### config.mk
export PLATFORM = sky130hd
export DESIGN_NAME = vec_lsu_ldst
export DESIGN_NICKNAME = d
export VERILOG_FILES = /design/src/rtl/vec_lsu_pkg.sv /design/src/rtl/vec_lsu_addr_gen.sv /design/src/rtl/vec_lsu_ldst.sv
export SDC_FILE = /design/constraint.sdc
export NUM_CORES = 2
export LEC_CHECK = 0
export ABC_AREA = 0
export CAP_MARGIN = 20
export CORE_AREA = 2 2 475 477
export CTS_CLUSTER_DIAMETER = 200
export DETAILED_ROUTE_END_ITERATION = 10
export DIE_AREA = 0 0 477 479
export PLACE_DENSITY = 0.53
export SLEW_MARGIN = 20
export SYNTH_ARGS = -nofsm -noshare
export SYNTH_HDL_FRONTEND = slang
export SYNTH_SLANG_ARGS = --single-unit
export TNS_END_PERCENT = 10
### constraint.sdc
create_clock -name clk -period 3.98 [get_ports clk]
set_clock_uncertainty 0.1 [all_clocks]
set_input_delay 1.194 -clock clk [delete_from_list [all_inputs] [get_ports clk]]
set_output_delay 1.194 -clock clk [all_outputs]
set_load 0.01 [all_outputs]
### src/rtl/vec_lsu_pkg.sv
// Shared types, sizes and element-width helpers for the vector load/store unit.
package vec_lsu_pkg;

    localparam int XLEN = 32;
    localparam int VLEN = 512;
    localparam int ELEN = 32;
    localparam int VLW  = $clog2(VLEN / 8) + 1;
    localparam int IDXW = $clog2(VLEN / 8);
    localparam int OFFW = $clog2(VLEN);

    typedef enum logic [1:0] {
        ST_IDLE = 2'b00,
        ST_REQ  = 2'b01,
        ST_DONE = 2'b10
    } lsu_state_e;

    typedef enum logic [2:0] {
        EEW8  = 3'b000,
        EEW16 = 3'b101,
        EEW32 = 3'b110
    } eew_e;

    function automatic logic eew_legal(input logic [2:0] w);
        case (w)
            EEW8, EEW16, EEW32: return 1'b1;
            default:            return 1'b0;
        endcase
    endfunction

    function automatic logic [XLEN-1:0] eew_bytes(input logic [2:0] w);
        case (w)
            EEW8:    return 32'd1;
            EEW16:   return 32'd2;
            EEW32:   return 32'd4;
            default: return 32'd0;
        endcase
    endfunction

    function automatic logic [VLW-1:0] elem_max(input logic [2:0] w);
        case (w)
            EEW8:    return VLW'(VLEN / 8);
            EEW16:   return VLW'(VLEN / 16);
            EEW32:   return VLW'(VLEN / 32);
            default: return VLW'(0);
        endcase
    endfunction

    function automatic logic [ELEN-1:0] elem_mask(input logic [ELEN-1:0] d, input logic [2:0] w);
        case (w)
            EEW8:    return {{(ELEN-8){1'b0}}, d[7:0]};
            EEW16:   return {{(ELEN-16){1'b0}}, d[15:0]};
            EEW32:   return d;
            default: return {ELEN{1'b0}};
        endcase
    endfunction

    function automatic logic [ELEN/8-1:0] strb_of(input logic [2:0] w);
        case (w)
            EEW8:    return 4'b0001;
            EEW16:   return 4'b0011;
            EEW32:   return 4'b1111;
            default: return 4'b0000;
        endcase
    endfunction

endpackage

### src/rtl/vec_lsu_addr_gen.sv
// Element address generator: loads base/stride at start, steps by stride per accepted beat.
module vec_lsu_addr_gen
    import vec_lsu_pkg::*;
(
    input  logic            clk,
    input  logic            n_rst,
    input  logic            load,
    input  logic            step,
    input  logic [XLEN-1:0] base,
    input  logic [XLEN-1:0] stride,
    output logic [XLEN-1:0] addr
);

    logic [XLEN-1:0] addr_q, addr_d;
    logic [XLEN-1:0] stride_q, stride_d;

    // Next address; the add wraps modulo 2^XLEN by construction.
    always_comb begin
        addr_d   = addr_q;
        stride_d = stride_q;
        if (load) begin
            addr_d   = base;
            stride_d = stride;
        end else if (step) begin
            addr_d = addr_q + stride_q;
        end else begin
            addr_d = addr_q;
        end
    end

    // Address and stride registers.
    always_ff @(posedge clk or negedge n_rst) begin
        if (!n_rst) begin
            addr_q   <= '0;
            stride_q <= '0;
        end else begin
            addr_q   <= addr_d;
            stride_q <= stride_d;
        end
    end

    assign addr = addr_q;

endmodule

### src/rtl/vec_lsu_ldst.sv
// Vector load/store unit: moves one 8/16/32-bit element per accepted memory beat,
// packing loads into vd_data and unpacking vs3_data for stores.
module vec_lsu_ldst
    import vec_lsu_pkg::*;
(
    input  logic              clk,
    input  logic              n_rst,
    input  logic [XLEN-1:0]   rs1_data,
    input  logic [XLEN-1:0]   rs2_data,
    input  logic [VLW-1:0]    vl,
    input  logic              stride_sel,
    input  logic              ld_inst,
    input  logic              st_inst,
    input  logic [2:0]        width,
    input  logic [VLEN-1:0]   vs3_data,
    output logic              lsu2mem_req,
    output logic              lsu2mem_we,
    output logic [XLEN-1:0]   lsu2mem_addr,
    output logic [ELEN-1:0]   lsu2mem_wdata,
    output logic [ELEN/8-1:0] lsu2mem_wstrb,
    input  logic              mem2lsu_valid,
    input  logic [ELEN-1:0]   mem2lsu_data,
    output logic [VLEN-1:0]   vd_data,
    output logic              is_loaded,
    output logic              is_stored,
    output logic              busy,
    output logic              lsu_err
);

    lsu_state_e        state_q, state_d;
    logic              is_st_q, is_st_d;
    logic [2:0]        eew_q, eew_d;
    logic [VLW-1:0]    vl_eff_q, vl_eff_d;
    logic [IDXW-1:0]   idx_q, idx_d;
    logic [VLEN-1:0]   vs3_q, vs3_d;
    logic [VLEN-1:0]   vd_q, vd_d;
    logic              req_q, req_d;
    logic              we_q, we_d;
    logic [ELEN-1:0]   wdata_q, wdata_d;
    logic [ELEN/8-1:0] wstrb_q, wstrb_d;
    logic              loaded_q, loaded_d;
    logic              stored_q, stored_d;
    logic              busy_q, busy_d;
    logic              err_q, err_d;

    logic              start_s, legal_s, beat_s, last_s;
    logic              ag_load_s, ag_step_s;
    logic [XLEN-1:0]   ag_stride_s;
    logic [VLW-1:0]    vl_cap_s, vl_lim_s;
    logic [OFFW-1:0]   off8_s, off16_s, off32_s;

    vec_lsu_addr_gen u_addr_gen (
        .clk    (clk),
        .n_rst  (n_rst),
        .load   (ag_load_s),
        .step   (ag_step_s),
        .base   (rs1_data),
        .stride (ag_stride_s),
        .addr   (lsu2mem_addr)
    );

    // FSM, element index, pack/unpack and next values of every registered output.
    always_comb begin
        start_s     = (ld_inst | st_inst) && (state_q == ST_IDLE);
        legal_s     = eew_legal(width) && !(ld_inst && st_inst);
        vl_cap_s    = elem_max(width);
        vl_lim_s    = (vl < vl_cap_s) ? vl : vl_cap_s;
        ag_stride_s = stride_sel ? eew_bytes(width) : rs2_data;
        beat_s      = (state_q == ST_REQ) && mem2lsu_valid;
        last_s      = (({1'b0, idx_q} + {{(VLW-1){1'b0}}, 1'b1}) == vl_eff_q);
        off8_s      = {idx_q, 3'b000};
        off16_s     = {idx_q[IDXW-2:0], 4'b0000};
        off32_s     = {idx_q[IDXW-3:0], 5'b00000};

        state_d   = state_q;
        is_st_d   = is_st_q;
        eew_d     = eew_q;
        vl_eff_d  = vl_eff_q;
        idx_d     = idx_q;
        vs3_d     = vs3_q;
        vd_d      = vd_q;
        err_d     = 1'b0;
        ag_load_s = 1'b0;
        ag_step_s = 1'b0;

        case (state_q)
            ST_IDLE: begin
                if (start_s && !legal_s) begin
                    err_d = 1'b1;
                end else if (start_s) begin
                    is_st_d   = st_inst;
                    eew_d     = width;
                    vl_eff_d  = vl_lim_s;
                    idx_d     = '0;
                    vs3_d     = vs3_data;
                    ag_load_s = 1'b1;
                    if (ld_inst) begin
                        vd_d = '0;
                    end else begin
                        vd_d = vd_q;
                    end
                    state_d = (vl_lim_s == '0) ? ST_DONE : ST_REQ;
                end else begin
                    state_d = ST_IDLE;
                end
            end
            ST_REQ: begin
                if (beat_s) begin
                    ag_step_s = 1'b1;
                    // Loads drop the element at idx; stores shift the next element down.
                    case (eew_q)
                        EEW8: begin
                            if (!is_st_q) vd_d[off8_s +: 8] = mem2lsu_data[7:0];
                            else          vd_d = vd_q;
                            vs3_d = vs3_q >> 4'd8;
                        end
                        EEW16: begin
                            if (!is_st_q) vd_d[off16_s +: 16] = mem2lsu_data[15:0];
                            else          vd_d = vd_q;
                            vs3_d = vs3_q >> 5'd16;
                        end
                        EEW32: begin
                            if (!is_st_q) vd_d[off32_s +: 32] = mem2lsu_data;
                            else          vd_d = vd_q;
                            vs3_d = vs3_q >> 6'd32;
                        end
                        default: begin
                            vd_d  = vd_q;
                            vs3_d = vs3_q;
                        end
                    endcase
                    if (last_s) begin
                        state_d = ST_DONE;
                    end else begin
                        idx_d = idx_q + {{(IDXW-1){1'b0}}, 1'b1};
                    end
                end else begin
                    state_d = ST_REQ;
                end
            end
            ST_DONE: state_d = ST_IDLE;
            default: state_d = ST_IDLE;
        endcase

        req_d    = (state_d == ST_REQ);
        busy_d   = (state_d != ST_IDLE);
        loaded_d = (state_d == ST_DONE) && !is_st_d;
        stored_d = (state_d == ST_DONE) && is_st_d;
        we_d     = req_d && is_st_d;
        if (req_d && is_st_d) begin
            wdata_d = elem_mask(vs3_d[ELEN-1:0], eew_d);
            wstrb_d = strb_of(eew_d);
        end else begin
            wdata_d = '0;
            wstrb_d = '0;
        end
    end

    // State and output registers.
    always_ff @(posedge clk or negedge n_rst) begin
        if (!n_rst) begin
            state_q  <= ST_IDLE;
            is_st_q  <= 1'b0;
            eew_q    <= 3'b000;
            vl_eff_q <= '0;
            idx_q    <= '0;
            vs3_q    <= '0;
            vd_q     <= '0;
            req_q    <= 1'b0;
            we_q     <= 1'b0;
            wdata_q  <= '0;
            wstrb_q  <= '0;
            loaded_q <= 1'b0;
            stored_q <= 1'b0;
            busy_q   <= 1'b0;
            err_q    <= 1'b0;
        end else begin
            state_q  <= state_d;
            is_st_q  <= is_st_d;
            eew_q    <= eew_d;
            vl_eff_q <= vl_eff_d;
            idx_q    <= idx_d;
            vs3_q    <= vs3_d;
            vd_q     <= vd_d;
            req_q    <= req_d;
            we_q     <= we_d;
            wdata_q  <= wdata_d;
            wstrb_q  <= wstrb_d;
            loaded_q <= loaded_d;
            stored_q <= stored_d;
            busy_q   <= busy_d;
            err_q    <= err_d;
        end
    end

    assign lsu2mem_req   = req_q;
    assign lsu2mem_we    = we_q;
    assign lsu2mem_wdata = wdata_q;
    assign lsu2mem_wstrb = wstrb_q;
    assign vd_data       = vd_q;
    assign is_loaded     = loaded_q;
    assign is_stored     = stored_q;
    assign busy          = busy_q;
    assign lsu_err       = err_q;

endmodule

Word level (Yosys, flattened, before mapping)
Cells that the tools add are included.
{"block": "op_classes", "shifts": 6, "n_mux": 52, "n_bitwise": 2, "addsub": 6, "eq_ne": 19, "magnitude_cmp": 1, "n_reduce_logical": 24}
{"cell": "512-bit two-way mux", "count": 10}
{"cell": "512-bit one-hot mux with 3 select lines", "count": 2}
{"cell": "512-bit one-hot mux with 2 select lines", "count": 2}
{"cell": "512-bit bitwise mux", "count": 3}
{"cell": "16-bit by 11-bit variable shift with 512-bit output (first input constant)", "count": 1}
{"cell": "32-bit by 11-bit variable shift with 512-bit output (first input constant)", "count": 1}
{"cell": "8-bit by 11-bit variable shift with 512-bit output (first input constant)", "count": 1}
{"cell": "16-bit by 11-bit indexed part select with 512-bit output", "count": 1}
{"cell": "32-bit by 11-bit indexed part select with 512-bit output", "count": 1}
{"cell": "8-bit by 11-bit indexed part select with 512-bit output", "count": 1}
{"cell": "32-bit two-way mux", "count": 4}
{"cell": "32-bit one-hot mux with 3 select lines", "count": 1}
{"cell": "9-bit negation with 11-bit output", "count": 3}
{"cell": "32-bit adder", "count": 1}
{"cell": "6-bit two-way mux", "count": 4}
{"cell": "7-bit one-hot mux with 3 select lines", "count": 1}
{"cell": "3-bit == test (second input constant)", "count": 6}
{"cell": "4-bit one-hot mux with 3 select lines", "count": 1}
{"cell": "6-bit one-hot mux with 2 select lines", "count": 1}
{"cell": "1-bit two-way mux", "count": 11}
{"cell": "2-bit two-way mux", "count": 5}
{"cell": "2-bit != test (second input constant)", "count": 5}
{"cell": "5-bit AND reduction", "count": 2}
{"cell": "3-bit zero test", "count": 3}
{"cell": "other kinds (23)", "count": 39}
{"block": "word_totals", "output_inout_bits": 586, "regBits": 1149, "wordCells": 128}

Depth between registers and ports, before layout
{"block": "logic_depth", "word_depth": 12, "mapped_depth": 15}

Modules after synthesis
Synthesis repeated with hierarchy kept, for this count alone.
{"block": "hier_totals", "cells_unflattened": 8208, "hier_area_um2": 72014.1}
{"module": "vec_lsu_ldst", "area_each_um2": 67773.8, "cells_per_inst": 7777, "seq_area_each_um2": 27126.0, "instances": 1}
{"module": "vec_lsu_addr_gen", "area_each_um2": 4240.3, "cells_per_inst": 431, "seq_area_each_um2": 1601.5, "instances": 1}

Least setup slack after synthesis
No wires, ideal clock.
{"block": "synth_timing", "path_type": "input port to flip-flop", "startpoint": "in width[2]", "endpoint": "reg wdata_q[23], in the netlist lsu2mem_wdata[23]", "path_slack_ns": 0.167, "arrival_time_ns": 3.601, "setup_time_ns": 0.111, "path_stages": 13, "cell_sequence": "nor3_1 -> inv_1 -> ha_1 -> a21oi_1 -> and2_1 -> buf_2 -> o21a_1 -> nor3_1 -> o2bb2ai_1 -> and2_2 -> nand4_4 -> buf_4 -> a2111oi_2"}
{"block": "synth_via", "elab_chain_cells": 12, "word_cells_on_any_way": 30, "classes_between": "1 x order compare; 5 x eq/ne; 16 x mux; 8 x reduce/logical"}
{"element": "start, declared", "line": "vec_lsu_ldst.sv:14", "rtl": "input logic [2:0] width,"}
{"element": "3-bit == test / 3-bit zero test (equally long branches)", "line": "vec_lsu_pkg.sv:24, vec_lsu_pkg.sv:40"}
{"element": "7-bit one-hot mux with 3 select lines", "line": "vec_lsu_pkg.sv:40", "rtl": "case (w)"}
{"element": "7-bit less-than comparator", "line": "vec_lsu_ldst.sv:67", "rtl": "vl_lim_s = (vl < vl_cap_s) ? vl : vl_cap_s;"}
{"element": "7-bit two-way mux", "line": "vec_lsu_ldst.sv:67"}
{"element": "7-bit zero test", "line": "vec_lsu_ldst.sv:102", "rtl": "state_d = (vl_lim_s == '0) ? ST_DONE : ST_REQ;"}
{"element": "2-bit two-way mux", "line": "vec_lsu_ldst.sv:102"}
{"element": "2-bit two-way mux", "line": "vec_lsu_ldst.sv:90", "rtl": "end else if (start_s) begin"}
{"element": "2-bit two-way mux *", "line": "vec_lsu_ldst.sv:88", "rtl": "if (start_s && !legal_s) begin"}
{"element": "2-bit one-hot mux with 2 select lines *", "line": "vec_lsu_ldst.sv:86", "rtl": "case (state_q)"}
{"element": "via state_d[0]", "line": "vec_lsu_ldst.sv:30", "rtl": "lsu_state_e state_q, state_d;"}
{"element": "2-bit by 1-bit == test with 1-bit output *", "line": "vec_lsu_ldst.sv:145", "rtl": "req_d = (state_d == ST_REQ);"}
{"element": "1-bit logical AND *"}
{"element": "via we_d", "line": "vec_lsu_ldst.sv:38", "rtl": "logic we_q, we_d;"}
{"element": "32-bit two-way mux *", "line": "vec_lsu_ldst.sv:150", "rtl": "if (req_d && is_st_d) begin"}
{"element": "via wdata_d[23]", "line": "vec_lsu_ldst.sv:39", "rtl": "logic [ELEN-1:0] wdata_q, wdata_d;"}
{"element": "end signal, assigned", "line": "vec_lsu_ldst.sv:187", "rtl": "wdata_q <= wdata_d;"}
{"element": "end, declared", "line": "vec_lsu_ldst.sv:39"}
The timed path passes the listed nets; every way through them passes the cells marked *. The select of a mux whose other input is x is not followed.
A chain may end at the register's enable or synchronous reset.

Worst setup path after layout
{"block": "layout_timing", "startpoint": "reg idx_q[3]", "endpoint": "reg vd_q[424], in the netlist vd_data[424]"}
{"block": "layout_via", "elab_chain_cells": 7, "word_cells_on_any_way": 18, "classes_between": "3 x add/sub; 6 x shift; 9 x mux"}
{"element": "start, declared", "line": "vec_lsu_ldst.sv:34", "rtl": "logic [IDXW-1:0] idx_q, idx_d;"}
{"element": "start signal, assigned", "line": "vec_lsu_ldst.sv:182", "rtl": "idx_q <= idx_d;"}
{"element": "9-bit negation with 11-bit output (on tied branches)", "line": "vec_lsu_ldst.sv:123, vec_lsu_ldst.sv:113, vec_lsu_ldst.sv:118"}
{"element": "32-bit by 11-bit indexed part select with 512-bit output, or another cell as far along", "line": "vec_lsu_ldst.sv:123", "rtl": "if (!is_st_q) vd_d[off32_s +: 32] = mem2lsu_data;"}
{"element": "512-bit bitwise mux (on tied branches)", "line": "vec_lsu_ldst.sv:123, vec_lsu_ldst.sv:113, vec_lsu_ldst.sv:118"}
{"element": "512-bit two-way mux (on tied branches)", "line": "vec_lsu_ldst.sv:123, vec_lsu_ldst.sv:113, vec_lsu_ldst.sv:118"}
{"element": "512-bit one-hot mux with 3 select lines *", "line": "vec_lsu_ldst.sv:111", "rtl": "case (eew_q)"}
{"element": "512-bit two-way mux *", "line": "vec_lsu_ldst.sv:108", "rtl": "if (beat_s) begin"}
{"element": "512-bit one-hot mux with 2 select lines *", "line": "vec_lsu_ldst.sv:86"}
{"element": "end signal, assigned", "line": "vec_lsu_ldst.sv:184", "rtl": "vd_q <= vd_d;"}
{"element": "end, declared", "line": "vec_lsu_ldst.sv:36", "rtl": "logic [VLEN-1:0] vd_q, vd_d;"}
Every way passes the cells marked *; elsewhere a longest branch is shown, timed or not. The select of a mux whose other input is x is not followed.

==> impl_metrics.tcl <==
set metrics [dict create \
    die_width_microns 477 \
    netlist-cell-type-count 97 \
    routed_wl_microns 415500 \
    drive_gt1_share_pct 9.574 \
    postSynthNetCount 9181 \
    cp.required_ns 4.63 \
    ys_seq_area_share_pct 40.79 \
    p_sw_share_pct 47.53 \
    fin_crit_ns 3.780 \
    syn_area_sq_mm 0.07043 \
    track_usage_pct 34.79 \
    combPwrFrac_pct 49.7 \
    setup_ws_ns 0.2003 \
    cts_tree "yes" \
    avgSynthCellArea_sq_um 8.268 \
    critical-path-slowest-cell "nor2_1" \
    crit_fanout 11 \
    final_nets 10221 \
    ys_ff_latch 1148 \
    path_class "reg2reg" \
    route.vias.total 79743 \
    portBuffers 1209 \
    pre_cts_slack_ns -0.6185 \
    cts_sinks 1148 \
    path_cells "inv_1 > xnor2_2 > o22ai_4 > nand3_1 > nor2_1 > a221oi_1 > o21ai_0" \
    core_sq_mm 0.2236 \
    cp_top_family "simple AND/OR/NAND/NOR gates" \
    post_cts_resized 0 \
    clkPwrFrac_pct 20.6 \
    die_area_sq_mm 0.2285 \
    post-route-period-util_pct 94.97 \
    intPower_w 0.03601 \
    grt_overflow 0 \
    antenna_found_initial 70 \
    ir_drop_mv 0.6358 \
    leakagePower_nw 36.39 \
    r2r_setup_slack_ns 0.20 \
    fmax_mhz 264.6 \
    multi_input_area_sq_mm 0.03842 \
    gp_congestion 0.9810 \
    critPathMaxStageDelay_ns 0.75 \
    power_density_mw_per_mm2 737.3 \
    wl_per_cell_microns 32.73 \
    synthArstFlopShare_pct 100.0 \
    start_kind "flip-flop" \
    relSlewSlack_pct 2.981 \
    clockBufferDepth 3 \
    setup_violations 0 \
    firstDrtPassIters 9 \
    die_h_microns 479 \
    clkLatencyLatePin_ns 0.84 \
    cts_buffers 147 \
    ys_warn_count 0 \
    path_buf_inv 1 \
    total_power_w 0.06863 \
    worstReg2RegEnd "vd_data[424]" \
    regArea_sq_mm 0.02873 \
    cts_htree_levels 4 \
    drt-initial-drc-count 10229 \
    syn2layout_area_growth_pct 32.16 \
    maxCapViolCount 0 \
    drcViolationCount 0 \
    rsz0062_at_grt "false" \
    finalNonFillerCells 12697 \
    end_kind "flip-flop" \
    postLayoutCoreUtil_pct 41.63 \
    worstReg2RegStart "idx_q[3]" \
    ys.flop_type "dfrtp_1" \
    ff2ff_path_depth 7 \
    nFillCells 22318 \
    clkSlewWorstSetupHoldPaths_ns 0.06 \
    seqPwrFrac_pct 29.7 \
    ioPinCount 1210 \
    slew_viol_final 0 \
    holdCritPathClass "in2async" \
    ant_nets 0 \
    outcome "completed" \
    avgViaCountPerCell 6.280 \
    crit_arrival_ns 4.43 \
    grt_max_degree 213 \
    synth_enable_flop_cells 0 \
    fin_tns_setup_ns 0 \
    hold_violations 0 \
    p_switching_w 0.03262 \
    initial_utilization_pct 31.50 \
    rows 174 \
    post-place-cells 12398 \
    synthCells 8518 \
    grt_pass1_wl_microns 584800 \
    grt_pass1_vias 75305 \
    tightestPinTransition_ns 1.455 \
    dp_hpwl_microns 298700 \
    clockRootBuffer "clkbuf_16" \
]
==> layout by cell type, fill, tap and decap left out, types with 240 or more instances in the layout <==
| cell type | n |
|---|---|
| a221o_1 | 490 |
| nand2_1 | 1066 |
| o22ai_1 | 240 |
| a21oi_1 | 885 |
| dfrtp_1 | 1147 |
| a22oi_1 | 527 |
| buf_4 | 446 |
| nor2_1 | 1375 |
| o21ai_0 | 485 |
| clkdlybuf4s50_1 | 1192 |
==> per-layer routing <==
metal,up-vias,wire (microns),GRT usage [%]
met5,-,427,0
met4,70,29720,21.53
met3,992,40310,8.916
met2,4784,186400,53.91
met1,40081,158700,43.27
li1,33816,-,-
==> cell type report <==
type	count	area share [%]
Clock inverter	49	0.7595
Clock buffer	214	4.589
Sequential cell	1148	30.87
Multi-Input combinational cell	6497	41.27
Timing Repair Buffer	1737	18.29
Antenna cell	33	0.08872
Inverter	27	0.1089
Tap cell	2992	4.022
==> synth_stat cells, types with 81 or more instances <==
master	n	area (sq um)
nor2_1	1380	5180
nand2_1	1069	4013
nand3_1	81	405.4
clkbuf_1	620	2327
buf_2	124	620.6
a21oi_1	886	4434
dfrtp_1	1148	28730
a22o_1	166	1454
o22ai_1	240	1501
a221o_1	491	4915
o21ai_0	485	2427
a31oi_1	152	950.9
mux2i_1	228	2282
a22oi_1	527	3956
buf_1	83	311.6
==> power groups by stage <==
stage | logic [W] | registers (W) | clock network, W
6_report | 0.0341 | 0.0204 | 0.0141
5_1_grt | 0.0363 | 0.0206 | 0.0148
4_1_cts | 0.0334 | 0.0201 | 0.0143
3_5_place_dp | 0.0333 | 0.0203 | 0
3_3_place_gp | 0.0329 | 0.0203 | 0
2_1_floorplan | 0.0197 | 0.0184 | 0
==> registers in the layout, summed over array words and instances, names as in the netlist <==
register / count
u_addr_gen.stride_q: 32
eew_q: 3
lsu2mem_wstrb: 3
lsu2mem_wdata: 32
is_st_q: 1
is_loaded: 1
is_stored: 1
u_addr_gen.addr: 32
state_q: 2
idx_q: 6
lsu2mem_req: 1
lsu_err: 1
lsu2mem_we: 1
busy: 1
vd_data: 512
vl_eff_q: 7
vs3_q: 512
==> metrics by stage <==
stage | hold slack [ns] | instance area [sq um]
6_report | 0.2667 | 93080
5_1_grt | 0.2805 | 93040
4_1_cts | 0.2456 | 92970
3_5_place_dp | 0.3630 | 87990
3_3_place_gp | 0.3610 | 87970
2_1_floorplan | 0.3428 | 70430
==> worst reg2reg max path, cell delays in order, from the launching register on <==
cell,delay (ns)
dfrtp_1,0.59
inv_1,0.45
xnor2_2,0.30
o22ai_4,0.56
nand3_1,0.44
nor2_1,0.76
a221oi_1,0.28
o21ai_0,0.20
==> cell families after synthesis <==
logic type      synth area share (%)
xor+xnor                      0.6129
mux                            3.775
fa+ha+maj                     0.7035
flops                          40.79
compound gates                 32.99
buf+inv                        4.980
simple gates                   16.14
==> worst max path at each step <==
stage,end,startpoint,cells past startpoint,slack [ns]
3_3_place_gp,lsu2mem_wdata[18],width[2],13,-0.66
5_1_grt,lsu2mem_wdata[18],width[1],13,0.004
2_1_floorplan,lsu2mem_wdata[23],width[2],13,0.17
3_5_place_dp,lsu2mem_wdata[18],width[2],13,-0.62
4_1_cts,lsu2mem_wdata[18],width[1],13,0.29
6_report,vd_data[424],idx_q[3],7,0.20
==> repair_timing <==
item / in CTS / in global routing
buffers inserted: 0 / 3
hold buffers: 0 / 0
setup endpoints to repair: 0 / 1
No activity file was read; power rests on OpenSTA's default activity.
